$ cat config.mk
export PLATFORM = sky130hd
export DESIGN_NAME = quad_enc_flat
export DESIGN_NICKNAME = d
export VERILOG_FILES = /design/src/rtl/quad_enc_if.sv /design/src/rtl/quad_enc.sv /design/src/flat_wrapper.sv
export SDC_FILE = /design/constraint.sdc
export NUM_CORES = 1
export LEC_CHECK = 0
export BUFFER_PORTS_ARGS = -buffer_cell sky130_fd_sc_hd__buf_2
export CORE_MARGIN = 4
export CORE_UTILIZATION = 40
export DETAILED_ROUTE_END_ITERATION = 8
export PLACE_DENSITY = 0.7
export SYNTH_ARGS = -nofsm -noshare
export SYNTH_HDL_FRONTEND = slang
export SYNTH_SLANG_ARGS = --single-unit
$ cat constraint.sdc
create_clock -name clk -period 6.3 [get_ports clk]
set_input_delay 0.945 -clock clk [delete_from_list [all_inputs] [get_ports clk]]
set_output_delay 0.945 -clock clk [all_outputs]
set_load 0.03 [all_outputs]
$ cat src/rtl/quad_enc_if.sv
// Bus bundle for quad_enc: sample strobe, raw phases, clear pulses and the
// position/status outputs read back over SPI.
interface quad_enc_if #(
    parameter int unsigned W = 16
);
    logic         en;
    logic         a;
    logic         b;
    logic         idx;
    logic         clr;
    logic         idx_clr;
    logic         err_clr;
    logic [W-1:0] count;
    logic [W-1:0] idx_pos;
    logic         idx_flag;
    logic         err;

    modport master (
        output en, a, b, idx, clr, idx_clr, err_clr,
        input  count, idx_pos, idx_flag, err
    );

    modport slave (
        input  en, a, b, idx, clr, idx_clr, err_clr,
        output count, idx_pos, idx_flag, err
    );
endinterface

$ cat src/rtl/quad_enc.sv
// Quadrature decoder with index capture and sticky illegal-transition flag.
// Define QUAD_ENC_FILTER_EN to add an FLT-sample stability filter on A, B, idx.
module quad_enc #(
    parameter int unsigned W   = 16,
    parameter int unsigned FLT = 3
) (
    input logic       clk,
    input logic       rst_n,
    quad_enc_if.slave bus
);

    if ((FLT == 0) || (FLT > 15)) begin : g_flt_check
        $error("quad_enc: FLT must be in 1..15");
    end

    logic [1:0]   a_sync_q, b_sync_q, idx_sync_q;
    logic [2:0]   raw;
    logic [2:0]   filt_q, filt_d;
    logic         primed_q;
    logic         sample;
    logic [1:0]   prev_pos, cur_pos, delta;
    logic         idx_rise;
    logic [W-1:0] count_q, count_d;
    logic [W-1:0] idx_pos_q, idx_pos_d;
    logic         idx_flag_q, idx_flag_d;
    logic         err_q, err_d;

    // Synchronizers run every clk regardless of en.
    always_ff @(posedge clk or negedge rst_n) begin
        if (!rst_n) begin
            a_sync_q   <= '0;
            b_sync_q   <= '0;
            idx_sync_q <= '0;
        end else begin
            a_sync_q   <= {a_sync_q[0], bus.a};
            b_sync_q   <= {b_sync_q[0], bus.b};
            idx_sync_q <= {idx_sync_q[0], bus.idx};
        end
    end

    assign raw = {a_sync_q[1], b_sync_q[1], idx_sync_q[1]};

`ifdef QUAD_ENC_FILTER_EN
    localparam logic [4:0] FltW = 5'(FLT);

    logic [2:0][3:0] run_q, run_d;

    // A bit adopts the synchronized value only after FLT consecutive differing samples.
    always_comb begin
        filt_d = filt_q;
        run_d  = run_q;
        for (int i = 0; i < 3; i++) begin
            if (raw[i] != filt_q[i]) begin
                if (({1'b0, run_q[i]} + 5'd1) >= FltW) begin
                    filt_d[i] = raw[i];
                    run_d[i]  = '0;
                end else begin
                    run_d[i] = run_q[i] + 4'd1;
                end
            end else begin
                run_d[i] = '0;
            end
        end
    end

    always_ff @(posedge clk or negedge rst_n) begin
        if (!rst_n) begin
            run_q <= '0;
        end else if (bus.en) begin
            run_q <= primed_q ? run_d : '0;
        end
    end
`else
    assign filt_d = raw;
`endif

    assign sample   = bus.en & primed_q;
    // Gray {a,b} to a 2-bit phase: 00->0, 01->1, 11->2, 10->3.
    assign prev_pos = {filt_q[2], filt_q[2] ^ filt_q[1]};
    assign cur_pos  = {filt_d[2], filt_d[2] ^ filt_d[1]};
    assign delta    = cur_pos - prev_pos;
    assign idx_rise = filt_d[0] & ~filt_q[0];

    // Clears are applied first so a coincident set wins; clr overrides any step.
    always_comb begin
        count_d    = count_q;
        idx_pos_d  = idx_pos_q;
        idx_flag_d = idx_flag_q;
        err_d      = err_q;
        if (bus.idx_clr) idx_flag_d = 1'b0;
        if (bus.err_clr) err_d = 1'b0;
        if (sample) begin
            case (delta)
                2'd1:    count_d = count_q + W'(1);
                2'd3:    count_d = count_q - W'(1);
                2'd2:    err_d = 1'b1;
                default: ;
            endcase
            if (idx_rise) begin
                idx_pos_d  = count_q;
                idx_flag_d = 1'b1;
            end
        end
        if (bus.clr) count_d = '0;
    end

    always_ff @(posedge clk or negedge rst_n) begin
        if (!rst_n) begin
            filt_q     <= '0;
            primed_q   <= 1'b0;
            count_q    <= '0;
            idx_pos_q  <= '0;
            idx_flag_q <= 1'b0;
            err_q      <= 1'b0;
        end else begin
            if (bus.en) begin
                filt_q   <= primed_q ? filt_d : raw;
                primed_q <= 1'b1;
            end
            count_q    <= count_d;
            idx_pos_q  <= idx_pos_d;
            idx_flag_q <= idx_flag_d;
            err_q      <= err_d;
        end
    end

    assign bus.count    = count_q;
    assign bus.idx_pos  = idx_pos_q;
    assign bus.idx_flag = idx_flag_q;
    assign bus.err      = err_q;

endmodule

$ cat src/flat_wrapper.sv
// flat-port wrapper written by rule: the top's interface ports become plain ports
module quad_enc_flat 
#(
    parameter int unsigned W   = 16,
    parameter int unsigned FLT = 3
)
  (clk, rst_n, bus_en, bus_a, bus_b, bus_idx, bus_clr, bus_idx_clr, bus_err_clr, bus_count, bus_idx_pos, bus_idx_flag, bus_err);
  quad_enc_if #(.W(W)) bus_i ();
  input logic clk;
  input logic rst_n;
  input wire logic [$bits(bus_i.en)-1:0] bus_en;
  input wire logic [$bits(bus_i.a)-1:0] bus_a;
  input wire logic [$bits(bus_i.b)-1:0] bus_b;
  input wire logic [$bits(bus_i.idx)-1:0] bus_idx;
  input wire logic [$bits(bus_i.clr)-1:0] bus_clr;
  input wire logic [$bits(bus_i.idx_clr)-1:0] bus_idx_clr;
  input wire logic [$bits(bus_i.err_clr)-1:0] bus_err_clr;
  output wire logic [$bits(bus_i.count)-1:0] bus_count;
  output wire logic [$bits(bus_i.idx_pos)-1:0] bus_idx_pos;
  output wire logic [$bits(bus_i.idx_flag)-1:0] bus_idx_flag;
  output wire logic [$bits(bus_i.err)-1:0] bus_err;
  assign bus_i.en = bus_en;
  assign bus_i.a = bus_a;
  assign bus_i.b = bus_b;
  assign bus_i.idx = bus_idx;
  assign bus_i.clr = bus_clr;
  assign bus_i.idx_clr = bus_idx_clr;
  assign bus_i.err_clr = bus_err_clr;
  assign bus_count = bus_i.count;
  assign bus_idx_pos = bus_i.idx_pos;
  assign bus_idx_flag = bus_i.idx_flag;
  assign bus_err = bus_i.err;
  quad_enc #(.W(W), .FLT(FLT)) u_core (.clk(clk), .rst_n(rst_n), .bus(bus_i));
endmodule
==> key figures, run 1 <==
Floorplanning
  • Core area: about 5500 sq um
  • Die Ht: between 80 and 90 microns
  • # rows: 27
  • Initial Utilization: 0.4158
  • # IOs: 43
  • Die X-Extent: between 80 and 90 microns
  • Die ar.: between 7000 and 8000 sq um

Yosys
  • Total of warnings raised by yosys: 0
  • Post-synthesis instance total: approximately 230
  • Post-synthesis register bit count: 44
  • EDFF count, synth: 0
  • Register area share after synthesis: 0.4780
  • Syn Nets: roughly 240
  • Distinct cells, synth: 45
  • Ys async rst share: 1.000
  • Mean post-synth cell area: about 10 sq um
  • Ys flop type: dfrtp_1
  • Cell area after synthesis: about 2300 sq um

GRT
  • First-pass GRT wire length: approximately 9.6 mm
  • All-Layer GR Usage: 0.1665
  • Grt total ovfl: 0
  • Vias in the first global route: about 1900
  • Initial antenna violation count: 0
  • Largest net degree at the start of global routing: 45

Critical path
  • Worst Path Max Fanout: 11
  • FF-to-FF setup slack: 3160 ps
  • R2R cell count: 11
  • Critical path's top delay family: simple AND/OR/NAND/NOR gates
  • CP max-delay cell: dfrtp_1
  • Reg2Reg Launch Point: u_core.a_sync_q[1]
  • Cell breakdown of the critical path: xnor2_1 -> ha_1 -> inv_1 -> nand2_2 -> xnor2_1 -> ha_1 -> nor4_1 -> nand4_1 -> nor4b_1 -> o21a_1 -> nor3_1
  • CP endpoint kind: flop
  • Kind of critical path: reg -> reg
  • CP required: 6470 ps
  • Buf/Inv on CP: 1
  • Crit start category: flop
  • Critical R2R Capture: u_core.bus.count[10]
  • Worst Path Arrival: roughly 3300 ps
  • Worst stage delay on the critical path: 440 ps

Worst hold path
  • Hold Crit Class: reg -> reg
  • Hold Path End: u_core.b_sync_q[1]
  • Hold Path Cell Cnt: 0
  • Hold wc startpoint: u_core.b_sync_q[0]

Place
  • PortBufs: 42
  • Placed Cells: roughly 330
  • Post-detailed-placement half-perimeter wirelength: ~3.8 mm
  • Final Wtd Congestion: between 0.9 and 1

Routing
  • Drt pass-1 iters: 4
  • Drt total wl: between 5 and 6 mm
  • Post-DR wirelength/cell: about 16 microns
  • Final antenna-violating net count: 0
  • DR vias: 1897
  • Vias per cell: roughly 5.6
  • Drt initial violations: ~140
  • Drt drc: 0

STA
  • Fmax: roughly 320 MHz
  • Slew @ Worst Pin: ~950 ps
  • Final Skew: 6.067 ps
  • RSZ-0062 raised after global routing: false
  • Final slew viol count: 0
  • Min Tclk post-route: approximately 3100 ps
  • Worst rel slew slack: 0.3668
  • Final Hold Viols: 0
  • Setup Viol. Count Final: 0
  • Setup TNS: 0 ps
  • Fin crit share: 0.4987

Pwr
  • Power Internal: 571.4 uW
  • Sw Share: 0.3919
  • Clk pwr share: 0.241
  • NetSw: approximately 370 uW
  • Peak supply drop: approximately 0.18 mV
  • Power density over cell area: 353.4 nW/um^2
  • PnR Total Power: ~940 uW
  • Register share of total power: 0.397
  • Lkg Pwr: ~0.0013 uW
  • Combinational Power Share: 0.363

Final layout
  • Share of cells above drive strength 1: 0.2604
  • Post-Layout Cell Count: roughly 340
  • Synthesis-to-finish area growth: 15.43%
  • Layout Utilization: 0.4799
  • Final Net Count: between 200 and 300
  • Antenna cells: 0

Clock tree
  • # Post-CTS Setup Buffers: 0
  • Total CTS buffers: 5
  • Root buf cell: clkbuf_8
  • Clk slew on worst S/H paths: approximately 80 ps
  • Sink Count: between 40 and 50
  • Htree depth: 2
  • Worst-skew pair later-pin latency: roughly 300 ps
  • CTS Buffer Depth: 2
  • Cts hold-fix bufs: 0
  • # resized after CTS: 0
  • CTS tree: built

Run status
  • Status: complete, no violations

Run
  • MaxCap Viol Count: 0
[how the worst max path moves through the flow]
stage,start,endpoint,slack (ps),cells after the start
4_1_cts,u_core.a_sync_q[1],u_core.bus.count[10],3190,11
3_3_place_gp,u_core.a_sync_q[1],u_core.bus.count[10],3270,11
5_1_grt,u_core.a_sync_q[1],u_core.bus.count[10],2870,11
2_1_floorplan,u_core.a_sync_q[1],u_core.bus.count[10],3510,12
3_5_place_dp,u_core.a_sync_q[1],u_core.bus.count[10],3220,11
6_report,u_core.a_sync_q[1],u_core.bus.count[10],3160,11
[cell families (layout without fill, tap and decap cells)]
family,after synthesis,count (layout),synth area share
muxes,16,16,0.07822
AOI/OAI and AO/OA,41,41,0.1135
DFF,44,44,0.4780
xor gates and xnor gates,11,11,0.05486
adders and majority gates,4,4,0.02173
and+or+nand+nor,87,87,0.2037
buffers and inverters,28,62,0.04997
[placed cells by master, fill, tap and decap left out, types with 7 or more instances in the layout]
cell      n
nor2_1   15
o21ai_0  13
dfrtp_1  44
nand4_1   7
inv_1    11
nand3_1  10
nor4_1    9
mux2_2   15
nor3_1   10
nand2_1  14
buf_2    42
a21oi_1  10
[sequential cells by signal (all words and copies together) (netlist names)]
register	cells
u_core.bus.count	16
u_core.bus.idx_pos	16
u_core.filt_q	3
u_core.a_sync_q	2
u_core.b_sync_q	2
u_core.idx_sync_q	2
u_core.bus.err	1
u_core.bus.idx_flag	1
u_core.primed_q	1
[final cells by class]
type | count | area (sq um)
Sequential cell | 44 | 1101
Tap cell | 72 | 90.09
Inverter | 11 | 41.29
Fill cell | 546 | 2882
Clock buffer | 6 | 82.58
Multi-Input combinational cell | 159 | 1087
Clock inverter | 2 | 38.79
Timing Repair Buffer | 43 | 217.7
[metal layers]
layer / GRT usage / wire length (microns) / up-vias
li1: - / - / 906
met2: 0.2531 / 2429 / 61
met1: 0.2280 / 2499 / 921
met3: 0.03949 / 325 / 9
met5: 0 / 0 / -
met4: 0.06725 / 95 / 0
[through the flow]
stage	instance area [sq um]	setup WS, ps	hold WS [ps]
6_report	2659	3158	354.8
4_1_cts	2659	3192	357.0
5_1_grt	2659	2871	367.2
3_5_place_dp	2537	3223	337.9
3_3_place_gp	2537	3272	332.1
2_1_floorplan	2303	3508	331.2
[synth_stat cells, types with 2 or more instances]
cell        n  share of area
ha_1        4          0.022
a2111oi_0   2         0.0076
clkbuf_1   14          0.023
dfrtp_1    44           0.48
o21ai_0    13          0.028
mux2_2     15          0.073
nand3_1    10          0.022
xnor2_1     6          0.023
nor2_1     15          0.024
nor4b_1     3          0.011
nand4_1     7          0.019
xor2_1      3          0.011
or4_1       5          0.016
or3_1       5          0.014
nor4_1      9          0.024
a211oi_1    2         0.0065
o211ai_1    2         0.0065
nor2b_1     2         0.0054
inv_1      11          0.018
o21a_1      2         0.0065
nor3_1     10          0.022
nand2_1    14          0.023
nand4b_1    2         0.0076
a21oi_1    10          0.022
[worst register-to-register path: stages, from the launching register on]
cell and delay [ps]:
dfrtp_1 440, xnor2_1 150, ha_1 430, inv_1 250, nand2_2 160, xnor2_1 160
ha_1 220, nor4_1 340, nand4_1 250, nor4b_1 400, o21a_1 160, nor3_1 50
[power groups by stage]
stage	logic, uW	registers, uW	clock network (uW)
after floorplan	189	438	0
after global placement	335	378	0
after detailed placement	340	378	0
after CTS	344	373	233
after global routing	374	382	244
final	341	373	226
No activity file was read; power rests on OpenSTA's default activity.
==> run 2, diff against run 1 <==
Settings changed: ABC_AREA set to 1, PLACE_DENSITY 0.7 to 0.69.
Clock period 6.3 ns to 3.04 ns, I/O delays scaled along.
==> run 2 against run 1 <==
  * Register-to-register slack got worse by 2800 ps
  * Worst setup slack got worse by 2800 ps
  * Critical endpoint is now u_core.bus.count[15]
  * Non-clock buffer count increased by 2
  * Cell area increased by 10%
  * Clock power increased by 110%
  * Sequential share of layout area decreased by 3.8 points
  * Via count increased by 17%
  * Utilization increased by 0.62 points
==> key figures, run 2 <==
Run status
  • Status: complete, no violations

Pwr
  • Power Internal: 1175 uW (+110%)
  • Peak supply drop: 0.3820 mV (+120%)
  • Power density over cell area: 711.7 nW/um^2 (+100%)
  • Combinational Power Share: 0.406 (+0.043)
  • Register share of total power: 0.369 (-0.028)
  • Sw Share: 0.4363 (+0.04435)
  • Clk pwr share: 0.225 (-0.016)
  • NetSw: 909.5 uW (+150%)
  • Lkg Pwr: 0.001594 uW (+26%)

Clock tree
  • Worst-skew pair later-pin latency: 300 ps (about the same)
  • Htree depth: 2 (unchanged)
  • CTS tree: built
  • # resized after CTS: 0 (unchanged)
  • Clk slew on worst S/H paths: 90 ps (about the same)
  • Root buf cell: clkbuf_8
  • Total CTS buffers: 5 (unchanged)
  • Sink Count: 44 (unchanged)
  • CTS Buffer Depth: 2 (unchanged)
  • # Post-CTS Setup Buffers: 0 (unchanged)
  • Cts hold-fix bufs: 0 (unchanged)

STA
  • Setup Viol. Count Final: 0 (unchanged)
  • RSZ-0062 raised after global routing: false
  • Final Hold Viols: 0 (unchanged)
  • Fin crit share: 0.8752 (+0.3766)
  • Worst rel slew slack: 0.3618 (-0.004993)
  • Final slew viol count: 0 (unchanged)
  • Final Skew: 3.930 ps (-2.137 ps)
  • Slew @ Worst Pin: 957.3 ps (+7.490 ps)
  • Setup TNS: 0 ps (unchanged)
  • Min Tclk post-route: 2661 ps (-480.8 ps)
  • Fmax: 375.8 MHz (+18%)

Floorplanning
  • Initial Utilization: 0.4205 (+0.004710)
  • Die ar.: 7671 sq um (+9.0%)
  • Core area: 6026 sq um (+8.8%)
  • # IOs: 43 (unchanged)
  • # rows: 28 (+3.7%)
  • Die Ht: 87.59 microns (+4.4%)
  • Die X-Extent: 87.59 microns (+4.4%)

Critical path
  • CP required: 3230 ps (-3240 ps)
  • Buf/Inv on CP: 3 (+2)
  • CP max-delay cell: dfrtp_1
  • Cell breakdown of the critical path: xnor2_1 -> ha_1 -> inv_1 -> nand3_4 -> inv_2 -> ha_1 -> nand2_1 -> inv_1 -> nand2_1 -> nor2_1 -> nor2_1 -> nand3_1 -> nand3_1 -> nand2_1
  • CP endpoint kind: flop
  • Crit start category: flop
  • Worst Path Arrival: 2850 ps (-460 ps)
  • Critical path's top delay family: simple AND/OR/NAND/NOR gates
  • Critical path depth: 14 (+3)
  • Worst stage delay on the critical path: 440 ps (about the same)
  • Kind of critical path: reg -> reg
  • CP most frequent cell: nand2_1
  • Critical path startpoint: u_core.a_sync_q[1]
  • Worst Path Max Fanout: 14 (+3)
  • R2R cell count: 14 (+3)
  • Reg2Reg Launch Point: u_core.a_sync_q[1]

Place
  • Placed Cells: 439 (+33%)
  • Final Wtd Congestion: 0.9429 (-0.35%)
  • PortBufs: 42 (unchanged)
  • Post-detailed-placement half-perimeter wirelength: 4.529 mm (+19%)

Yosys
  • Register area share after synthesis: 0.4346 (-0.04343)
  • Top-count cell post-synth: nand2_1
  • Top cells by area, synth: dfrtp_1 (43%), nand2_1 (14%), inv_1 (6.2%)
  • Cell area after synthesis: 2534 sq um (+10%)
  • Total of warnings raised by yosys: 0 (unchanged)
  • Ys async rst share: 1.000 (unchanged)
  • EDFF count, synth: 0 (unchanged)
  • Ys flop type: dfrtp_1
  • Synth cell count leaders: nand2_1 (92), dfrtp_1 (44), inv_1 (42)
  • Yosys top cell area share: 0.4346 (-0.04343)
  • Post-synthesis instance total: 326 (+41%)
  • Syn Nets: 339 (+39%)
  • Cell taking the most area after synthesis: dfrtp_1
  • Mean post-synth cell area: 7.772 sq um (-22%)
  • Post-synthesis register bit count: 44 (unchanged)
  • Distinct cells, synth: 28 (-38%)

Routing
  • Drt initial violations: 122 (-11%)
  • Final antenna-violating net count: 0 (unchanged)
  • Vias per cell: 4.980 (-12%)
  • Drt pass-1 iters: 4 (unchanged)
  • Post-DR wirelength/cell: 13.27 microns (-16%)
  • Drt drc: 0 (unchanged)
  • DR vias: 2226 (+17%)
  • Drt total wl: 5.932 mm (+11%)

Final layout
  • Commonest cells after routing, fill and taps aside: nand2_1 (92), dfrtp_1 (44), inv_1 (42), buf_2 (42), o21ai_0 (31)
  • Most common cell after layout, fill and taps aside: nand2_1
  • Share of cells above drive strength 1: 0.2446 (-0.01575)
  • Final Net Count: 384 (+39%)
  • Synthesis-to-finish area growth: 15.60%
  • Post-Layout Cell Count: 447 (+33%)
  • Antenna cells: 0 (unchanged)

GRT
  • Grt total ovfl: 0 (unchanged)
  • Largest net degree at the start of global routing: 45 (unchanged)
  • All-Layer GR Usage: 0.1718 (+0.005289)
  • First-pass GRT wire length: 10.55 mm (+10%)
  • Initial antenna violation count: 0 (unchanged)
  • Vias in the first global route: 2212 (+16%)

Run
  • MaxCap Viol Count: 0 (unchanged)

Worst hold path
  • Hold Crit Class: in -> reg
  • Hold Path Cell Cnt: 1 (+1)
  • Hold wc startpoint: bus_a
==> run 2: changes by cell type in the layout (fill, tap and decap cells not counted), sizes merged, moves of 9 or more <==
cell	previous run	this run
o21ai	13	33
mux2	16	4
nand2	15	111
nand3	10	25
inv	11	46
nor3	10	0
nor4	9	0
==> run 2: power groups by stage <==
stage | Combinational [uW] | Sequential, uW | Clock, uW
CTS | 847 | 769 | 483
detailed placement | 845 | 780 | 0
global placement | 831 | 779 | 0
floorplan | 493 | 916 | 0
finish | 846 | 769 | 470
global route | 951 | 787 | 505
==> run 2: worst register-to-register path, cell delays in order (launching register included) <==
cell     delay [ps]
dfrtp_1         440
xnor2_1         150
ha_1            310
inv_1           220
nand3_4         230
inv_2           260
ha_1            310
nand2_1          90
inv_1            40
nand2_1          80
nor2_1           40
nor2_1          140
nand3_1          90
nand3_1         100
nand2_1          50
==> run 2: cell type report <==
type | instances | area (sq um)
fillers | 619 | 3097
multi-input cells | 230 | 1217
flip-flops and latches | 44 | 1101
repair buffers | 45 | 232.7
inverters | 45 | 168.9
well taps | 75 | 93.84
clock buffers | 5 | 68.82
clock inverters | 3 | 46.29
==> run 2: logic make-up (layout without fill, tap and decap cells) <==
| logic type | Yosys count | after routing | share of synthesized area |
|---|---|---|---|
| adder cells (fa/ha/maj) | 4 | 4 | 0.01975 |
| flip-flops | 44 | 44 | 0.4346 |
| AO/OA/AOI/OAI | 52 | 52 | 0.1210 |
| multiplexers | 4 | 4 | 0.01778 |
| XOR/XNOR | 3 | 3 | 0.01037 |
| AND/OR/NAND/NOR | 167 | 167 | 0.3101 |
| buffers and inverters | 52 | 98 | 0.08642 |
==> run 2: path summary, 6_finish.rpt <==
kind	end	slack, ps
worst min-delay path	u_core.a_sync_q[0]	260
worst max-delay path	u_core.bus.count[15]	380
worst max register to register	u_core.bus.count[15]	380
worst min register to register	u_core.idx_sync_q[1]	350
max in group asynchronous	u_core.bus.idx_pos[1]	2140
min in group asynchronous	u_core.bus.count[0]	290
==> run 2: metal layers <==
| metal | vias to the layer above | wire length [microns] | part of all wire | track usage |
|---|---|---|---|---|
| li1 | 1145 | - | - | - |
| met1 | 1022 | 2909 | 0.49 | 0.2482 |
| met2 | 53 | 2649 | 0.45 | 0.2630 |
| met3 | 6 | 289 | 0.049 | 0.02822 |
| met4 | 0 | 84 | 0.014 | 0.05579 |
| met5 | - | 0 | 0 | 0 |
==> run 2: stage by stage <==
step           cell area, sq um    util  total power (uW)  hold WS, ps  setup slack (ps)
2_1_floorplan              2534       -              1409        160.4             661.6
3_3_place_gp               2810  0.4664              1611        334.6             513.4
3_5_place_dp               2810  0.4664              1624        334.7             414.0
4_1_cts                    2925  0.4855              2099        249.7             376.9
5_1_grt                    2929  0.4861              2243        242.9             97.36
6_report                   2929  0.4861              2085        257.1             379.3
==> run 3, diff against run 2 <==
Settings changed: REMOVE_ABC_BUFFERS set to 1.
==> run 3 against run 2 <==
  * Wire length decreased by 2.0%
  * Final cell count unchanged
  * Die area unchanged
  * Sequential power decreased by 0.8%
  * Power about the same
  * Non-clock buffer count unchanged
  * Critical path type unchanged
  * Critical endpoint unchanged
  * Largest power group unchanged
==> key figures, run 3 (synthesis results as in run 2) <==
GRT
  • First-pass GRT wire length: 9.922 mm (-6.0%)
  • Initial antenna violation count: 0 (unchanged)
  • All-Layer GR Usage: 0.1640 (-0.007771)
  • Vias in the first global route: 2082 (-5.9%)
  • Grt total ovfl: 0 (unchanged)
  • Largest net degree at the start of global routing: 45 (unchanged)

Critical path
  • Worst stage delay on the critical path: 440 ps (about the same)
  • Critical path depth: 14 (unchanged)
  • Crit start category: flop
  • Worst Path Max Fanout: 14 (unchanged)
  • CP required: 3240 ps (about the same)
  • CP endpoint kind: flop
  • Worst Path Arrival: 2880 ps (+30 ps)
  • R2R cell count: 14 (unchanged)
  • CP max-delay cell: dfrtp_1
  • Buf/Inv on CP: 3 (unchanged)
  • Cell breakdown of the critical path: xnor2_1 -> ha_1 -> inv_1 -> nand3_4 -> inv_2 -> ha_1 -> nand2_1 -> inv_1 -> nand2_1 -> nor2_1 -> nor2_1 -> nand3_1 -> nand3_1 -> nand2_1
  • CP most frequent cell: nand2_1
  • Critical path's top delay family: simple AND/OR/NAND/NOR gates
  • Kind of critical path: reg -> reg

Pwr
  • Sw Share: 0.4255 (-0.01076)
  • Power density over cell area: 710.6 nW/um^2 (-0.16%)
  • Clk pwr share: 0.229 (+0.004)
  • Power Internal: 1197 uW (+1.8%)
  • NetSw: 886.4 uW (-2.5%)
  • Register share of total power: 0.366 (-0.003)
  • Lkg Pwr: 0.001598 uW (+0.29%)
  • Combinational Power Share: 0.404 (-0.002)
  • PnR Total Power: 2083 uW (about the same)
  • Peak supply drop: 0.2480 mV (-35%)

Floorplanning
  • # rows: 28 (unchanged)
  • # IOs: 43 (unchanged)
  • Die Ht: 87.59 microns (unchanged)
  • Die ar.: 7671 sq um (unchanged)
  • Die X-Extent: 87.59 microns (unchanged)
  • Initial Utilization: 0.4205 (unchanged)
  • Core area: 6026 sq um (unchanged)

Clock tree
  • Worst-skew pair later-pin latency: 300 ps (about the same)
  • Clk slew on worst S/H paths: 80 ps (about the same)
  • Total CTS buffers: 5 (unchanged)
  • CTS Buffer Depth: 2 (unchanged)
  • Sink Count: 44 (unchanged)
  • CTS tree: built
  • # resized after CTS: 0 (unchanged)
  • Cts hold-fix bufs: 0 (unchanged)
  • Htree depth: 2 (unchanged)
  • Root buf cell: clkbuf_8
  • # Post-CTS Setup Buffers: 0 (unchanged)

Worst hold path
  • Hold Path Cell Cnt: 1 (unchanged)
  • Hold Crit Class: in -> reg

Routing
  • Drt total wl: 5.814 mm (-2.0%)
  • Final antenna-violating net count: 0 (unchanged)
  • Drt drc: 0 (unchanged)
  • Post-DR wirelength/cell: 13.01 microns (-2.0%)
  • Drt pass-1 iters: 5 (+1)
  • DR vias: 2202 (-1.1%)
  • Vias per cell: 4.926 (-1.1%)
  • Drt initial violations: 165 (+35%)

Final layout
  • Commonest cells after routing, fill and taps aside: nand2_1 (92), dfrtp_1 (44), inv_1 (42), buf_2 (42), o21ai_0 (31)
  • Most common cell after layout, fill and taps aside: nand2_1
  • Area occupied by multi-input gates: 1214 sq um (-0.31%)
  • Final instance area: 2932 sq um (about the same)
  • Synthesis-to-finish area growth: 15.70% (about the same)
  • Reg area: 1101 sq um (unchanged)
  • Share of cells above drive strength 1: 0.2419 (-0.002688)
  • Antenna cells: 0 (unchanged)
  • Post-Layout Cell Count: 447 (unchanged)
  • Final Net Count: 384 (unchanged)
  • Fillers: 599 (-3.2%)

STA
  • RSZ-0062 raised after global routing: false
  • Fin crit share: 0.8812 (+0.005936)
  • Setup TNS: 0 ps (unchanged)
  • Min Tclk post-route: 2679 ps (+18.04 ps)
  • Worst rel slew slack: 0.3449 (-0.01685)
  • Slew @ Worst Pin: 982.6 ps (+25.27 ps)
  • Hold Worst Slack: 252.2 ps (-4.839 ps)
  • Final Hold Viols: 0 (unchanged)
  • Final slew viol count: 0 (unchanged)
  • Fmax: 373.3 MHz (-0.67%)
  • Setup Viol. Count Final: 0 (unchanged)
  • Final Skew: 8.257 ps (+4.327 ps)

Place
  • Placed Cells: 439 (unchanged)
  • Placed Area: 2810 sq um (unchanged)
  • Post-detailed-placement half-perimeter wirelength: 4.307 mm (-4.9%)
  • PortBufs: 42 (unchanged)
  • Final Wtd Congestion: 0.8585 (-9.0%)

Run status
  • Status: complete, no violations

Run
  • MaxCap Viol Count: 0 (unchanged)
## run 3: cell types whose count changed in the layout (fill, tap and decap cells not counted)
cell	previous run	this run
clkbuf_8	5	6
clkinv_4	0	1
clkinvlp_4	1	0
inv_6	1	0
o21ai_1	1	2
o21ai_2	1	0
## run 3: cell type report
class	count	share of cell area
clock inverters	2	0.01323
flip-flops and latches	44	0.3756
repair buffers	45	0.07939
inverters	45	0.05762
multi-input cells	230	0.4140
clock buffers	6	0.02817
well taps	75	0.03201
## run 3: path summary, 6_finish.rpt
path                            slack, ps                    to               start
worst max-delay path                  360  u_core.bus.count[15]  u_core.a_sync_q[1]
worst min-delay path                  250    u_core.b_sync_q[0]               bus_b
worst max register to register        360  u_core.bus.count[15]  u_core.a_sync_q[1]
worst min register to register        350    u_core.b_sync_q[1]  u_core.b_sync_q[0]
max in group asynchronous            2110   u_core.bus.count[8]               rst_n
min in group asynchronous             300    u_core.a_sync_q[1]               rst_n
## run 3: per-stage QoR
stage	util	setup WS [ps]
floorplan	-	611.8
global placement	0.4664	453.0
detailed placement	0.4664	364.6
CTS	0.4865	347.1
global route	0.4865	53.19
finish	0.4865	361.2
## run 3: power groups by stage
stage          Sequential, uW  Clock (uW)  Combinational (uW)
2_1_floorplan             916           0                 466
3_3_place_gp              771           0                 830
3_5_place_dp              775           0                 842
4_1_cts                   763         493                 847
5_1_grt                   779         517                 947
6_report                  763         478                 843
## run 3: layer usage
| layer | global-route usage | wire [microns] | share of wire |
|---|---|---|---|
| met5 | 0 | 0 | 0 |
| met4 | 0.06276 | 110 | 0.019 |
| met3 | 0.03104 | 243 | 0.042 |
| met2 | 0.2610 | 2660 | 0.46 |
| met1 | 0.2218 | 2799 | 0.48 |
